[config.mk]
export PLATFORM = sky130hd
export DESIGN_NAME = dqm_deframer_flat
export DESIGN_NICKNAME = d
export VERILOG_FILES = /design/src/rtl/dqm_deframer_pkg.sv /design/src/rtl/dqm_deframer_if.sv /design/src/rtl/dqm_deframer_sync_correlator.sv /design/src/rtl/dqm_deframer.sv /design/src/flat_wrapper.sv
export SDC_FILE = /design/constraint.sdc
export NUM_CORES = 1
export LEC_CHECK = 0
export ABC_CLOCK_PERIOD_IN_PS = 8900
export BUFFER_PORTS_ARGS = -buffer_cell sky130_fd_sc_hd__buf_2
export CORE_ASPECT_RATIO = 1.75
export CORE_MARGIN = 5
export CORE_UTILIZATION = 40
export DETAILED_ROUTE_END_ITERATION = 10
export PLACE_DENSITY = 0.56
export SLEW_MARGIN = 0
export SYNTH_ARGS = -nofsm -noshare
export SYNTH_HDL_FRONTEND = slang
export SYNTH_SLANG_ARGS = --single-unit
[constraint.sdc]
create_clock -name clk -period 8.9 [get_ports clk]
set_input_delay 0.445 -clock clk [delete_from_list [all_inputs] [get_ports clk]]
set_output_delay 0.445 -clock clk [all_outputs]
set_load 0.005 [all_outputs]
[src/rtl/dqm_deframer_pkg.sv]
// -----------------------------------------------------------------------------
// dqm_deframer_pkg
// Shared field widths, lock-state and field-phase encodings, and the sync
// distance helper used by the DQM deframer and its sync correlator.
// Frame layout on the wire, MSB first:
//   [SYNC_W sync pattern | DQM_W DQM word | block_size payload bits]
// -----------------------------------------------------------------------------
package dqm_deframer_pkg;

    localparam int SYNC_W = 32;
    localparam int DQM_W  = 16;
    localparam int LEN_W  = 16;
    localparam int CNT_W  = 8;

    typedef enum logic [1:0] {
        ST_SEARCH = 2'd0,
        ST_VERIFY = 2'd1,
        ST_LOCKED = 2'd2
    } lock_state_e;

    typedef enum logic [1:0] {
        PH_SYNC    = 2'd0,
        PH_DQM     = 2'd1,
        PH_PAYLOAD = 2'd2
    } phase_e;

    // Hamming distance building block: number of set bits in a sync-wide word.
    function automatic logic [5:0] popcount_sync(input logic [SYNC_W-1:0] v);
        logic [5:0] acc;
        acc = '0;
        for (int i = 0; i < SYNC_W; i++) begin
            acc = acc + {5'd0, v[i]};
        end
        return acc;
    endfunction

endpackage

[src/rtl/dqm_deframer_if.sv]
// -----------------------------------------------------------------------------
// dqm_deframer_if
// Serial-in / frame-out bundle of the DQM deframer.
//   bit_en, serial_in      : qualified serial bit stream, MSB first
//   sync_word, block_size  : live framing configuration
//   dqm_word, dqm_valid    : recovered DQM word and its one-clk update strobe
//   payload_bit/_valid     : recovered payload stream
//   frame_start            : marks the first payload bit of a frame
//   locked, sync_miss      : lock status and missed-sync pulse
// master = upstream / stimulus side, slave = deframer side.
// -----------------------------------------------------------------------------
interface dqm_deframer_if;
    import dqm_deframer_pkg::*;

    logic              bit_en;
    logic              serial_in;
    logic [SYNC_W-1:0] sync_word;
    logic [LEN_W-1:0]  block_size;
    logic [DQM_W-1:0]  dqm_word;
    logic              dqm_valid;
    logic              payload_bit;
    logic              payload_valid;
    logic              frame_start;
    logic              locked;
    logic              sync_miss;

    modport master (
        output bit_en, serial_in, sync_word, block_size,
        input  dqm_word, dqm_valid, payload_bit, payload_valid,
               frame_start, locked, sync_miss
    );

    modport slave (
        input  bit_en, serial_in, sync_word, block_size,
        output dqm_word, dqm_valid, payload_bit, payload_valid,
               frame_start, locked, sync_miss
    );

endinterface

[src/rtl/dqm_deframer_sync_correlator.sv]
// -----------------------------------------------------------------------------
// dqm_sync_correlator
// Keeps the last SYNC_W received bits in a registered shift window and flags
// when the window, including the bit currently presented, is within
// SYNC_ERR_TOL bit errors of sync_word.
//   clk, rst_n  : clock, asynchronous active-low reset (clears the window)
//   bit_en      : shift strobe
//   serial_in   : incoming bit
//   sync_word   : live reference pattern
//   match       : combinational; valid whenever bit_en is high
// -----------------------------------------------------------------------------
module dqm_sync_correlator
    import dqm_deframer_pkg::*;
#(
    parameter int SYNC_ERR_TOL = 0
) (
    input  logic              clk,
    input  logic              rst_n,
    input  logic              bit_en,
    input  logic              serial_in,
    input  logic [SYNC_W-1:0] sync_word,
    output logic              match
);

    localparam logic [5:0] TOL_C = 6'(SYNC_ERR_TOL);

    logic [SYNC_W-1:0] window_q;
    logic [SYNC_W-1:0] window_d;
    logic [SYNC_W-1:0] window_shift;

    // The match is judged on the window as it will be after this bit, so the
    // lock FSM can act on the same bit_en that completes the pattern.
    always_comb begin
        window_shift = {window_q[SYNC_W-2:0], serial_in};
        window_d     = window_q;
        if (bit_en) begin
            window_d = window_shift;
        end
        match = (popcount_sync(window_shift ^ sync_word) <= TOL_C);
    end

    always_ff @(posedge clk or negedge rst_n) begin
        if (!rst_n) begin
            window_q <= '0;
        end else begin
            window_q <= window_d;
        end
    end

endmodule

[src/rtl/dqm_deframer.sv]
// -----------------------------------------------------------------------------
// dqm_deframer
// Recovers [sync | DQM word | payload] frames from a qualified serial stream.
// Lock FSM: SEARCH (slide every bit) -> VERIFY (expected-position syncs)
// -> LOCKED (flywheel through up to MISS_FRAMES-1 missed syncs).
// DQM word and payload are only emitted while LOCKED.
//   clk    : single clock
//   rst_n  : asynchronous active-low reset, clears state and outputs
//   bus    : dqm_deframer_if.slave (serial in, config in, frame outputs)
// -----------------------------------------------------------------------------
module dqm_deframer
    import dqm_deframer_pkg::*;
#(
    parameter int SYNC_ERR_TOL  = 0,
    parameter int VERIFY_FRAMES = 2,
    parameter int MISS_FRAMES   = 3
) (
    input  logic           clk,
    input  logic           rst_n,
    dqm_deframer_if.slave  bus
);

    localparam logic [CNT_W-1:0] VERIFY_CNT = CNT_W'(VERIFY_FRAMES);
    localparam logic [CNT_W-1:0] MISS_CNT   = CNT_W'(MISS_FRAMES);
    localparam logic [LEN_W-1:0] SYNC_LAST  = LEN_W'(SYNC_W - 1);
    localparam logic [LEN_W-1:0] DQM_LAST   = LEN_W'(DQM_W - 1);

    logic match;

    lock_state_e      state_q,         state_d;
    phase_e           phase_q,         phase_d;
    logic [LEN_W-1:0] bit_cnt_q,       bit_cnt_d;
    logic [LEN_W-1:0] blk_len_q,       blk_len_d;
    logic [CNT_W-1:0] good_cnt_q,      good_cnt_d;
    logic [CNT_W-1:0] miss_cnt_q,      miss_cnt_d;
    logic [DQM_W-1:0] dqm_sr_q,        dqm_sr_d;
    logic [DQM_W-1:0] dqm_word_q,      dqm_word_d;
    logic             dqm_valid_q,     dqm_valid_d;
    logic             payload_bit_q,   payload_bit_d;
    logic             payload_valid_q, payload_valid_d;
    logic             frame_start_q,   frame_start_d;
    logic             locked_q,        locked_d;
    logic             sync_miss_q,     sync_miss_d;

    dqm_sync_correlator #(
        .SYNC_ERR_TOL (SYNC_ERR_TOL)
    ) u_corr (
        .clk       (clk),
        .rst_n     (rst_n),
        .bit_en    (bus.bit_en),
        .serial_in (bus.serial_in),
        .sync_word (bus.sync_word),
        .match     (match)
    );

    // Next state: lock FSM and field sequencing, advanced once per bit_en.
    always_comb begin
        state_d         = state_q;
        phase_d         = phase_q;
        bit_cnt_d       = bit_cnt_q;
        blk_len_d       = blk_len_q;
        good_cnt_d      = good_cnt_q;
        miss_cnt_d      = miss_cnt_q;
        dqm_sr_d        = dqm_sr_q;
        dqm_word_d      = dqm_word_q;
        payload_bit_d   = payload_bit_q;
        dqm_valid_d     = 1'b0;
        payload_valid_d = 1'b0;
        frame_start_d   = 1'b0;
        sync_miss_d     = 1'b0;

        if (bus.bit_en) begin
            if (state_q == ST_SEARCH) begin
                if (match) begin
                    state_d    = (VERIFY_FRAMES <= 1) ? ST_LOCKED : ST_VERIFY;
                    phase_d    = PH_DQM;
                    bit_cnt_d  = '0;
                    blk_len_d  = bus.block_size;
                    good_cnt_d = CNT_W'(1);
                    miss_cnt_d = '0;
                end
            end else begin
                case (phase_q)
                    PH_SYNC: begin
                        if (bit_cnt_q == SYNC_LAST) begin
                            bit_cnt_d = '0;
                            if (match) begin
                                phase_d    = PH_DQM;
                                blk_len_d  = bus.block_size;
                                miss_cnt_d = '0;
                                if (state_q == ST_VERIFY) begin
                                    good_cnt_d = good_cnt_q + CNT_W'(1);
                                    if (good_cnt_q + CNT_W'(1) >= VERIFY_CNT) begin
                                        state_d = ST_LOCKED;
                                    end
                                end
                            end else begin
                                sync_miss_d = 1'b1;
                                if (state_q == ST_VERIFY) begin
                                    state_d    = ST_SEARCH;
                                    phase_d    = PH_SYNC;
                                    good_cnt_d = '0;
                                end else if (miss_cnt_q + CNT_W'(1) == MISS_CNT) begin
                                    state_d    = ST_SEARCH;
                                    phase_d    = PH_SYNC;
                                    good_cnt_d = '0;
                                    miss_cnt_d = '0;
                                end else begin
                                    // Flywheel: keep framing on the expected grid.
                                    miss_cnt_d = miss_cnt_q + CNT_W'(1);
                                    phase_d    = PH_DQM;
                                    blk_len_d  = bus.block_size;
                                end
                            end
                        end else begin
                            bit_cnt_d = bit_cnt_q + LEN_W'(1);
                        end
                    end

                    PH_DQM: begin
                        dqm_sr_d = {dqm_sr_q[DQM_W-2:0], bus.serial_in};
                        if (bit_cnt_q == DQM_LAST) begin
                            bit_cnt_d = '0;
                            phase_d   = (blk_len_q == '0) ? PH_SYNC : PH_PAYLOAD;
                            if (state_q == ST_LOCKED) begin
                                dqm_word_d  = dqm_sr_d;
                                dqm_valid_d = 1'b1;
                            end
                        end else begin
                            bit_cnt_d = bit_cnt_q + LEN_W'(1);
                        end
                    end

                    PH_PAYLOAD: begin
                        if (state_q == ST_LOCKED) begin
                            payload_bit_d   = bus.serial_in;
                            payload_valid_d = 1'b1;
                            frame_start_d   = (bit_cnt_q == '0);
                        end
                        if (bit_cnt_q == blk_len_q - LEN_W'(1)) begin
                            bit_cnt_d = '0;
                            phase_d   = PH_SYNC;
                        end else begin
                            bit_cnt_d = bit_cnt_q + LEN_W'(1);
                        end
                    end

                    default: begin
                        phase_d   = PH_SYNC;
                        bit_cnt_d = '0;
                    end
                endcase
            end
        end

        locked_d = (state_d == ST_LOCKED);
    end

    // State and output registers.
    always_ff @(posedge clk or negedge rst_n) begin
        if (!rst_n) begin
            state_q         <= ST_SEARCH;
            phase_q         <= PH_SYNC;
            bit_cnt_q       <= '0;
            blk_len_q       <= '0;
            good_cnt_q      <= '0;
            miss_cnt_q      <= '0;
            dqm_sr_q        <= '0;
            dqm_word_q      <= '0;
            dqm_valid_q     <= 1'b0;
            payload_bit_q   <= 1'b0;
            payload_valid_q <= 1'b0;
            frame_start_q   <= 1'b0;
            locked_q        <= 1'b0;
            sync_miss_q     <= 1'b0;
        end else begin
            state_q         <= state_d;
            phase_q         <= phase_d;
            bit_cnt_q       <= bit_cnt_d;
            blk_len_q       <= blk_len_d;
            good_cnt_q      <= good_cnt_d;
            miss_cnt_q      <= miss_cnt_d;
            dqm_sr_q        <= dqm_sr_d;
            dqm_word_q      <= dqm_word_d;
            dqm_valid_q     <= dqm_valid_d;
            payload_bit_q   <= payload_bit_d;
            payload_valid_q <= payload_valid_d;
            frame_start_q   <= frame_start_d;
            locked_q        <= locked_d;
            sync_miss_q     <= sync_miss_d;
        end
    end

    assign bus.dqm_word      = dqm_word_q;
    assign bus.dqm_valid     = dqm_valid_q;
    assign bus.payload_bit   = payload_bit_q;
    assign bus.payload_valid = payload_valid_q;
    assign bus.frame_start   = frame_start_q;
    assign bus.locked        = locked_q;
    assign bus.sync_miss     = sync_miss_q;

endmodule

[src/flat_wrapper.sv]
// flat-port wrapper written by rule: the top's interface ports become plain ports
module dqm_deframer_flat import dqm_deframer_pkg::*;
#(
    parameter int SYNC_ERR_TOL  = 0,
    parameter int VERIFY_FRAMES = 2,
    parameter int MISS_FRAMES   = 3
)
  (clk, rst_n, bus_bit_en, bus_serial_in, bus_sync_word, bus_block_size, bus_dqm_word, bus_dqm_valid, bus_payload_bit, bus_payload_valid, bus_frame_start, bus_locked, bus_sync_miss);
  dqm_deframer_if bus_i ();
  input  logic clk;
  input  logic rst_n;
  input wire logic [$bits(bus_i.bit_en)-1:0] bus_bit_en;
  input wire logic [$bits(bus_i.serial_in)-1:0] bus_serial_in;
  input wire logic [$bits(bus_i.sync_word)-1:0] bus_sync_word;
  input wire logic [$bits(bus_i.block_size)-1:0] bus_block_size;
  output wire logic [$bits(bus_i.dqm_word)-1:0] bus_dqm_word;
  output wire logic [$bits(bus_i.dqm_valid)-1:0] bus_dqm_valid;
  output wire logic [$bits(bus_i.payload_bit)-1:0] bus_payload_bit;
  output wire logic [$bits(bus_i.payload_valid)-1:0] bus_payload_valid;
  output wire logic [$bits(bus_i.frame_start)-1:0] bus_frame_start;
  output wire logic [$bits(bus_i.locked)-1:0] bus_locked;
  output wire logic [$bits(bus_i.sync_miss)-1:0] bus_sync_miss;
  assign bus_i.bit_en = bus_bit_en;
  assign bus_i.serial_in = bus_serial_in;
  assign bus_i.sync_word = bus_sync_word;
  assign bus_i.block_size = bus_block_size;
  assign bus_dqm_word = bus_i.dqm_word;
  assign bus_dqm_valid = bus_i.dqm_valid;
  assign bus_payload_bit = bus_i.payload_bit;
  assign bus_payload_valid = bus_i.payload_valid;
  assign bus_frame_start = bus_i.frame_start;
  assign bus_locked = bus_i.locked;
  assign bus_sync_miss = bus_i.sync_miss;
  dqm_deframer #(.SYNC_ERR_TOL(SYNC_ERR_TOL), .VERIFY_FRAMES(VERIFY_FRAMES), .MISS_FRAMES(MISS_FRAMES)) u_core (.clk(clk), .rst_n(rst_n), .bus(bus_i));
endmodule
Word level (Yosys, flattened, before mapping)
Cells that the tools add are included.
- bits in registers: 120
- logic and storage cells: 150
- add/sub/neg operators: 35
- $lt $le $gt $ge: 2
- eq/ne operators: 16
- mux-type cells: 65
- bitwise operators: 2
- reduce and logical (&&, ||, !) cells: 15
- operators with widths (operator ; count):
    two-way mux 16 bit ; 12
    adder 6 x 1 -> 6 bit ; 26
    two-way mux 8 bit ; 15
    one-hot mux 16 bit (3 select lines) ; 1
    two-way mux 2 bit ; 18
    logical NOT 16 bit ; 2
    XOR 32 bit ; 1
    two-way mux 1 bit ; 18
    adder 16 x 1 -> 16 bit, second input constant ; 1
    adder 8 x 1 -> 8 bit, second input constant ; 2
    equality test 16 bit ; 1
    equality test 16 x 4 -> 1 bit, second input constant ; 1
    equality test 16 x 5 -> 1 bit, second input constant ; 1
    subtractor 16 x 1 -> 16 bit, second input constant ; 1
    AND reduction 5 bit ; 3
    AND reduction 6 bit ; 2
    inequality test 3 x 1 -> 1 bit, second input constant ; 3
    equality test 8 x 2 -> 1 bit, second input constant ; 1
    >= comparator 8 x 2 -> 1 bit, second input constant ; 1
    adder 5 x 1 -> 6 bit ; 1
    equality test 2 bit, second input constant ; 3
    <= comparator 6 x 1 -> 1 bit, second input constant ; 1
    inequality test 2 x 1 -> 1 bit, second input constant ; 3
    one-hot mux 2 bit (3 select lines) ; 1
    13 further kinds ; 16

Longest topological paths before layout
Gate-level depths: netlist of run 1.
- word-level depth: 39
- mapped depth: 21
- depth with buffers taken out: 20

Modules after synthesis
A second synthesis of run 1 with hierarchy kept.
- cells, all modules: 702
- area, all modules: 7131.8 sq um
- by module, submodules not included (module ; instances ; cells an instance ; area an instance (sq um) ; seq. area each (sq um)):
    dqm_deframer ; 1 ; 547 ; 4953.5 ; 2227.1
    dqm_sync_correlator ; 1 ; 155 ; 2178.3 ; 775.7

Worst setup path before layout of run 1
Ideal clock, no wire load.
- path type: in2reg
- start point: input port bus_sync_word[1]
- end point: register u_core.blk_len_q[11]
- setup time: 0.128 ns
- arrival: 6.574 ns
- data required time: 8.772 ns
- setup slack: 2.198 ns
- cell stages on the path: 16
- buffers on the path: 1
- path through: xnor2_1 -> fa_1 -> fa_1 -> fa_1 -> fa_1 -> fa_1 -> fa_1 -> inv_1 -> ha_1 -> fa_1 -> or4_1 -> nor4_1 -> o221ai_1 -> a21oi_2 -> buf_2 -> mux2_1
- longest elaborated chain between the ends: 37
- elaborated cells on any way between the ends: 41
- those cells by class: add/sub (31); order compare (1); eq/ne (3); mux (4); bitwise (1); reduce/logical (1)
- ends and longest elaborated chain (what ; RTL line ; source):
    start, declared ; flat_wrapper.sv:14 ; input wire logic [$bits(bus_i.sync_word)-1:0] bus_sync_word;
    XOR 32 bit * ; dqm_deframer_sync_correlator.sv:39 ; match = (popcount_sync(window_shift ^ sync_word) <= TOL_C);
    adder 1 x 1 -> 2 bit * ; dqm_deframer_pkg.sv:32 ; acc = acc + {5'd0, v[i]};
    adder 2 x 1 -> 3 bit * ; dqm_deframer_pkg.sv:32 ;
    adder 3 x 1 -> 4 bit * ; dqm_deframer_pkg.sv:32 ;
    adder 4 x 1 -> 5 bit * ; dqm_deframer_pkg.sv:32 ;
    adder 5 x 1 -> 6 bit * ; dqm_deframer_pkg.sv:32 ;
    adder 6 x 1 -> 6 bit * (26 in a row) ; dqm_deframer_pkg.sv:32 ;
    <= comparator 6 x 1 -> 1 bit * ; dqm_deframer_sync_correlator.sv:39 ;
    two-way mux 16 bit ; dqm_deframer.sv:87 ; if (match) begin
    two-way mux 16 bit ; dqm_deframer.sv:85 ; if (bit_cnt_q == SYNC_LAST) begin
    two-way mux 16 bit ; dqm_deframer.sv:83 ; case (phase_q)
    two-way mux 16 bit ; dqm_deframer.sv:73 ; if (state_q == ST_SEARCH) begin
    end signal, assigned ; dqm_deframer.sv:180 ; blk_len_q <= blk_len_d;
    end, declared ; dqm_deframer.sv:33 ; logic [LEN_W-1:0] blk_len_q, blk_len_d;
Mark *: on every way between the ends. The rest lies on a longest branch, timed or not. The select of a mux whose other input is x is not followed.
A chain may end at the register's enable or synchronous reset.

Final worst setup path of run 1
- start point: register u_core.u_corr.window_q[0]
- end point: register u_core.blk_len_q[14]
- longest elaborated chain between the ends: 37
- elaborated cells on any way between the ends: 41
- those cells by class: add/sub (31); order compare (1); eq/ne (3); mux (4); bitwise (1); reduce/logical (1)
- ends and longest elaborated chain (what ; RTL line ; source):
    start, declared ; dqm_deframer_sync_correlator.sv:27 ; logic [SYNC_W-1:0] window_q;
    start signal, assigned ; dqm_deframer_sync_correlator.sv:46 ; window_q <= window_d;
    XOR 32 bit * ; dqm_deframer_sync_correlator.sv:39 ;
    adder 1 x 1 -> 2 bit * ; dqm_deframer_pkg.sv:32 ;
    adder 2 x 1 -> 3 bit * ; dqm_deframer_pkg.sv:32 ;
    adder 3 x 1 -> 4 bit * ; dqm_deframer_pkg.sv:32 ;
    adder 4 x 1 -> 5 bit * ; dqm_deframer_pkg.sv:32 ;
    adder 5 x 1 -> 6 bit * ; dqm_deframer_pkg.sv:32 ;
    adder 6 x 1 -> 6 bit * (26 in a row) ; dqm_deframer_pkg.sv:32 ;
    <= comparator 6 x 1 -> 1 bit * ; dqm_deframer_sync_correlator.sv:39 ;
    two-way mux 16 bit ; dqm_deframer.sv:87 ;
    two-way mux 16 bit ; dqm_deframer.sv:85 ;
    two-way mux 16 bit ; dqm_deframer.sv:83 ;
    two-way mux 16 bit ; dqm_deframer.sv:73 ;
Marked as above.

==> impl_results.md, run 1 <==
- Clock Pin Slew Worst Setup and Hold Paths: 0.06 ns
- Final WL: 15.8 mm
- Vias in the first global route: 5,428
- Finish-stage setup viols: 0
- Worst Reg-to-Reg Cells: 16
- EDFF count, synth: 0
- Ys async rst share: 100%
- Util after Layout: 46.9%
- Path category of the worst min-delay check: primary input to asynchronous set/reset pin
- Crit path capture: u_core.blk_len_q[14]
- Max Slew Vio Count: 0
- Initial antenna violation count: 0
- Status: complete, no violations
- Dominant synthesized flop cell: dfrtp_1
- Buffers on Ports: 73
- Pre-Repair DR Iteration Count: 4
- Crit path arrival time: 7.51 ns
- Synth area leader: dfrtp_1
- M1 GR Usage: 17.6%
- Period utilisation layout: 81.1%
- Synth-to-layout area growth: 15.5%
- Chip width: 111 um
- Synthesized area: 7100 um2
- CP Class: flip-flop to flip-flop
- Footprint of the multi-input gates: 3790 um2
- Clk Latency, worst-skew pair: 0.42 ns
- Global Route Usage Sum: 16.1%
- Nets@finish: 811
- Top Ports: 74
- Largest net degree at the start of global routing: 69
- Drt drc: 0
- Clock tree buffer depth: 2
- Endpoints failing hold: 0
- Via density: 5.40
- Crit. End Element: flip-flop
- CTS Root Cell: clkbuf_16
- CP startpoint kind: flip-flop
- Worst EP required: 9.19 ns
- Flip-flop and latch area: 3000 um2
- Setup total negative slack: 0 ns
- Worst-Margin Slew: 0.954 ns
- Setup Skew: 0.0142 ns
- Remaining Overflow, GRT: 0
- Initial DRC count: 214
- First-pass GRT wire length: 26.9 mm
- Synth top area cells: dfrtp_1, mux2_2, fa_1
- Post-CTS Repair Setup Buffers: 0
- Yosys top cell area share: 42.3%
- Max cap viols: 0
- Syn Inst Count: 662
- CTS H-tree lvls: 4
- GRT Max-Usage Layer: met2
- CORE AREA: 17,500 um2
- Number of synthesized register bits: 120
- R2r startpoint: u_core.u_corr.window_q[0]
- Slew HR: 36.4%
- Detailed-route via count: 5,204
- CTS hold repair buffers: 0
- Final ANT Viol Nets: 0
- Die Span Y: 186 um
- Worst r2r dst: u_core.blk_len_q[14]
- Synth cell types: 63
- Crit path from: u_core.u_corr.window_q[0]
- Clock buffer count from CTS: 17
- Min Tclk post-route: 7.22 ns
- Routed length per instance: 16.4 um
- Crit-path max FO: 15
- CTS tree: built
- Max frequency: 0.139 GHz
- Setup slack, reg-to-reg: 1.68 ns
- Row count: 64
- Initial Util: 40.6%
- Seq/Total Area, Yosys: 42.3%
- Ys Warns: 0
- Die area: 20,600 um2
- Grt met3 use: 3.69%
- TritonCTS Sinks: 120
- Layout cells sized above 1: 24.1%
- Post_cts resized: 0
- Top post-synthesis cells by count: dfrtp_1, mux2_2, xnor2_1
- Met2 global-route usage: 30.4%
- Post-DP HPWL: 11.9 mm
- Most frequent cell after synthesis: dfrtp_1
- Synthesized area per cell: 10.7 um2
- # fillers: 1,715
- Antenna Cells: 0
- Routability Congestion: 0.812
- RSZ-0062 raised after global routing: no
- Post-Syn Nets: 753
how the worst min path moves through the flow:
stage | cells past startpoint | startpoint | end | slack [ns]
floorplan | 0 | rst_n | u_core.bit_cnt_q[0] | 0.15
global placement | 1 | u_core.bus.dqm_word[12] | u_core.bus.dqm_word[12] | 0.47
detailed placement | 1 | u_core.bus.dqm_word[10] | u_core.bus.dqm_word[10] | 0.48
CTS | 1 | rst_n | u_core.good_cnt_q[4] | 0.10
global route | 1 | rst_n | u_core.good_cnt_q[6] | 0.14
finish | 1 | rst_n | u_core.good_cnt_q[6] | 0.08
logic make-up (layout without fill, tap and decap cells):
group | Yosys count | in the layout | share of synthesized area (%)
compound gates | 108 | 108 | 9.96
xor+xnor | 55 | 55 | 6.79
fa+ha+maj | 39 | 39 | 9.42
buf+inv | 72 | 143 | 4.21
flops | 120 | 120 | 42.3
mux | 84 | 84 | 13.2
simple gates | 184 | 184 | 14.1
cell usage in the layout (no fill, tap or decap), types with 4 or more instances in the layout:
master,n
a21o_1,4
a21oi_1,14
a31oi_1,13
and2_1,5
and3_1,10
buf_2,72
buf_4,6
clkbuf_16,17
dfrtp_1,120
fa_1,24
ha_1,15
inv_1,33
inv_6,6
mux2_1,22
mux2_2,54
mux2i_1,8
nand2_1,41
nand3_1,25
nand4_1,10
nand4b_1,5
nor2_1,27
nor3_1,12
nor4_1,13
o211ai_1,4
o21ai_0,21
o21ai_1,16
o31ai_1,5
or3_1,8
or4_1,7
xnor2_1,44
xor2_1,11
through the flow:
stage | cells | worst slack, ns | hold slack [ns] | area, um2
2_1_floorplan | 662 | 2.20 | 0.149 | 7100
3_3_place_gp | 932 | 1.57 | 0.474 | 7610
3_5_place_dp | 932 | 1.45 | 0.476 | 7610
4_1_cts | 964 | 1.57 | 0.105 | 8200
5_1_grt | 964 | 1.20 | 0.137 | 8200
6_report | 964 | 1.68 | 0.0817 | 8200
registers in the layout (all words and copies together) (netlist names), 2 cells and up:
register,cells
u_core.bus.dqm_word,16
u_core.dqm_sr_q,15
u_core.u_corr.window_q,31
u_core.state_q,2
u_core.bit_cnt_q,16
u_core.phase_q,2
u_core.blk_len_q,16
u_core.good_cnt_q,8
u_core.miss_cnt_q,8
final cells by class:
type / instances / share of cell area, %
inverter: 33 / 1.51
clock inverter: 15 / 1.89
sequential: 120 / 36.6
timing repair buffer: 78 / 4.95
tap: 231 / 3.53
clock buffer: 17 / 5.19
multi-input combinational: 470 / 46.3
critical path, cell delays in order, from the launching register on:
cell,delay (ns)
dfrtp_1,0.42
xnor2_1,0.21
fa_1,0.49
fa_1,0.53
fa_1,0.53
fa_1,0.52
fa_1,0.52
fa_1,0.55
inv_1,0.05
ha_1,0.22
fa_1,0.43
or4_1,0.55
nor4_1,0.24
buf_4,0.19
o221ai_1,0.41
a21oi_2,0.86
mux2_1,0.39
metal layers:
| layer | vias to the layer above | routed length, um |
|---|---|---|
| met2 | 107 | 8870 |
| met3 | 19 | 520 |
| li1 | 2482 | - |
| met4 | 0 | 316 |
| met5 | - | 0 |
| met1 | 2596 | 6130 |
Power of run 1 is left out: the tool's default activity adds up to more than one toggle a clock period on the data nets, which glitch-free logic cannot reach.
==> run 2: changes to the inputs <==
ABC_AREA = 1   (was unset)
ABC_CLOCK_PERIOD_IN_PS = 6160   (was 8900)
PLACE_DENSITY = 0.58   (was 0.56)
clock period = 6.16 ns   (was 8.9 ns; I/O delays follow)
==> run 2 against run 1 <==
Effect of this change:
- the flow now finishes with violations (negative hold slack)
- hold slack got worse by 0.11 ns
- sequential cell count unchanged
- via count increased by 5.4%
- first-iteration DRC count increased by 15%
- cell count increased by 20%
==> impl_results.md, run 2 <==
- Status: finished with violations
- Failing checks: negative hold slack
- Worst EP required: 6.47 ns
- Crit. End Element: flip-flop
- Largest register by flop count: u_core.u_corr.window_q
- Slowest cell on the critical path: fa_1
- R2r startpoint: u_core.u_corr.window_q[12]
- Seq/Total Area, Yosys: 41.8%
- Synthesized area per cell: 8.58 um2
- Final WL: 16.2 mm
- Clock Pin Slew Worst Setup and Hold Paths: 0.06 ns
- CORE AREA: 17,600 um2
- Post-route insts no fill: 1,156
- Largest register FFs: 31
- CTS H-tree lvls: 4
- Yosys top cell area share: 41.8%
- Clock buffer count from CTS: 17
- Max cap viols: 0
- Most frequent cell after synthesis: nand2_1
- WHS: -0.0267 ns
- Top Ports: 74
- # fillers: 1,794
- TritonCTS Sinks: 120
- Crit path from: u_core.u_corr.window_q[12]
- Global Route Usage Sum: 16.8%
- Fin worst setup slack: 0.355 ns
- Crit path arrival time: 6.11 ns
- Max Slew Vio Count: 0
- Die Span Y: 187 um
- Drt drc: 0
- Buffers on Ports: 73
- Row count: 64
- Final ANT Viol Nets: 0
- Worst Reg-to-Reg Cells: 20
- CP startpoint kind: flip-flop
- Initial antenna violation count: 0
- Worst-Margin Slew: 0.966 ns
- Initial Util: 40.7%
- Largest net degree at the start of global routing: 62
- Worst r2r dst: u_core.blk_len_q[15]
- Pre-Repair DR Iteration Count: 4
- Nets@finish: 1,004
- Setup WS pre-CTS: 0.0763 ns
- Via density: 4.74
- RSZ-0062 raised after global routing: no
- Setup Skew: 0.0123 ns
- Post-DP HPWL: 12.0 mm
- Critical Path, Cell by Cell: xnor2_1 -> fa_1 -> fa_1 -> fa_1 -> fa_1 -> fa_1 -> fa_1 -> inv_1 -> ha_1 -> fa_1 -> nor4_4 -> nand2_2 -> nand2_2 -> nand2_4 -> inv_4 -> nand3_2 -> or2_4 -> buf_12 -> nand2_1 -> o21ai_2
- CTS Root Cell: clkbuf_16
- Leading cell types in the layout, fill and taps excluded: nand2_1, dfrtp_1, inv_1, buf_2, o21ai_0
- Top post-synthesis cells by count: nand2_1, dfrtp_1, inv_1
- Post-Syn Nets: 928
- Clk Latency, worst-skew pair: 0.42 ns
- Ys async rst share: 100%
- Ys Warns: 0
- Synth cell types: 46
- Leak: 4.06 nW
- Dominant synthesized flop cell: dfrtp_1
- Synth-to-layout area growth: 16.4%
- Layout cells sized above 1: 19.0%
- Routed length per instance: 14.0 um
- Detailed-route via count: 5,484
- Synth top area cells: dfrtp_1, nand2_1, fa_1
- CP max stage delay: 0.56 ns
- Vias in the first global route: 5,861
- Setup total negative slack: 0 ns
- Path category of the worst min-delay check: primary input to asynchronous set/reset pin
- EDFF count, synth: 0
- CP delay by family, top: adder cells
- Most frequent CP cell: fa_1
- Crit-path max FO: 32
- Crit path capture: u_core.blk_len_q[15]
- Routability Congestion: 0.826
- Clock tree buffer depth: 2
- First-pass GRT wire length: 28.0 mm
- Syn Inst Count: 837
- PD cells: 559 nW/um2
- Synthesized area: 7180 um2
- Max frequency: 0.172 GHz
- Initial DRC count: 246
- Commonest non-fill, non-tap cell in the layout: nand2_1
- Period utilisation layout: 94.2%
- Synth area leader: dfrtp_1
- CTS tree: built
- CP Class: flip-flop to flip-flop
- Stages on worst setup path: 20
- Finish-stage setup viols: 0
- VDD IR-drop max: 0.577 mV
- Number of synthesized register bits: 120
- Remaining Overflow, GRT: 0
- Antenna Cells: 0
- WP buf/inv: 3
- Endpoints failing hold: 36
- Die area: 20,800 um2
- Min Tclk post-route: 5.80 ns
- Setup slack, reg-to-reg: 0.36 ns
- DP Cell Count: 1,124
- Chip width: 111 um
- Slew HR: 35.5%
run 2: how the worst min path moves through the flow:
stage                                 endpoint  slack, ns  depth (start not counted)
after floorplan            u_core.bit_cnt_q[0]       0.01                          0
after global placement    u_core.blk_len_q[14]       0.45                          1
after detailed placement  u_core.blk_len_q[14]       0.45                          1
after CTS                 u_core.blk_len_q[11]      0.003                          1
after global routing      u_core.blk_len_q[11]       0.06                          1
final                     u_core.blk_len_q[11]      -0.03                          1
run 2: report_power, final:
group	total (mW)	leakage [nW]	switching [mW]	internal, mW
registers	1.03	1.59	0.118	0.912
clock network	0.978	0.276	0.374	0.604
logic	2.66	2.19	1.54	1.12
run 2: logic make-up (layout without fill, tap and decap cells):
| family | after synthesis | count (layout) | share of synthesized area (%) |
|---|---|---|---|
| xor+xnor | 66 | 66 | 8.16 |
| buf+inv | 144 | 232 | 8.63 |
| fa+ha+maj | 39 | 39 | 9.31 |
| flops | 120 | 120 | 41.8 |
| simple gates | 343 | 343 | 21.5 |
| compound gates | 125 | 125 | 10.6 |
run 2: what timing repair did:
item | CTS | global route
hold buffers | 0 | 0
setup buffers | 0 | 1
setup endpoints to repair | 0 | 24
resized for setup | 0 | 8
run 2: routing by layer:
layer,up-vias,GRT usage [%],wire length [um]
met2,83,33.8,9520
met1,2585,16.5,5880
met4,0,6.89,397
met5,-,0,0
li1,2787,-,-
met3,29,2.69,375
run 2: worst reg2reg max path, delay by kind of cell, from the launching register on:
kind            cells  cell delay, ns
fa+ha+maj           8            3.82
compound gates      1            0.05
simple gates        7            0.90
buf+inv             3            0.32
xor+xnor            1            0.21
flops               1            0.39
run 2: final cells by class:
| cell class | instances | area [um2] | share of cell area, % |
|---|---|---|---|
| multi-input cells | 573 | 3600 | 43.1 |
| inverters | 121 | 457 | 5.47 |
| well taps | 231 | 289 | 3.46 |
| clock buffers | 20 | 447 | 5.35 |
| repair buffers | 80 | 433 | 5.18 |
| flip-flops and latches | 120 | 3000 | 36.0 |
| clock inverters | 11 | 125 | 1.50 |
run 2: metrics by stage:
stage	cell area, um2	total power, mW	utilization (%)
global route	8350	5.18	47.4
detailed placement	7730	3.74	43.9
floorplan	7180	3.12	-
CTS	8300	4.75	47.1
finish	8350	4.67	47.4
global placement	7730	3.67	43.9
Power figures use the tool's default switching activity.
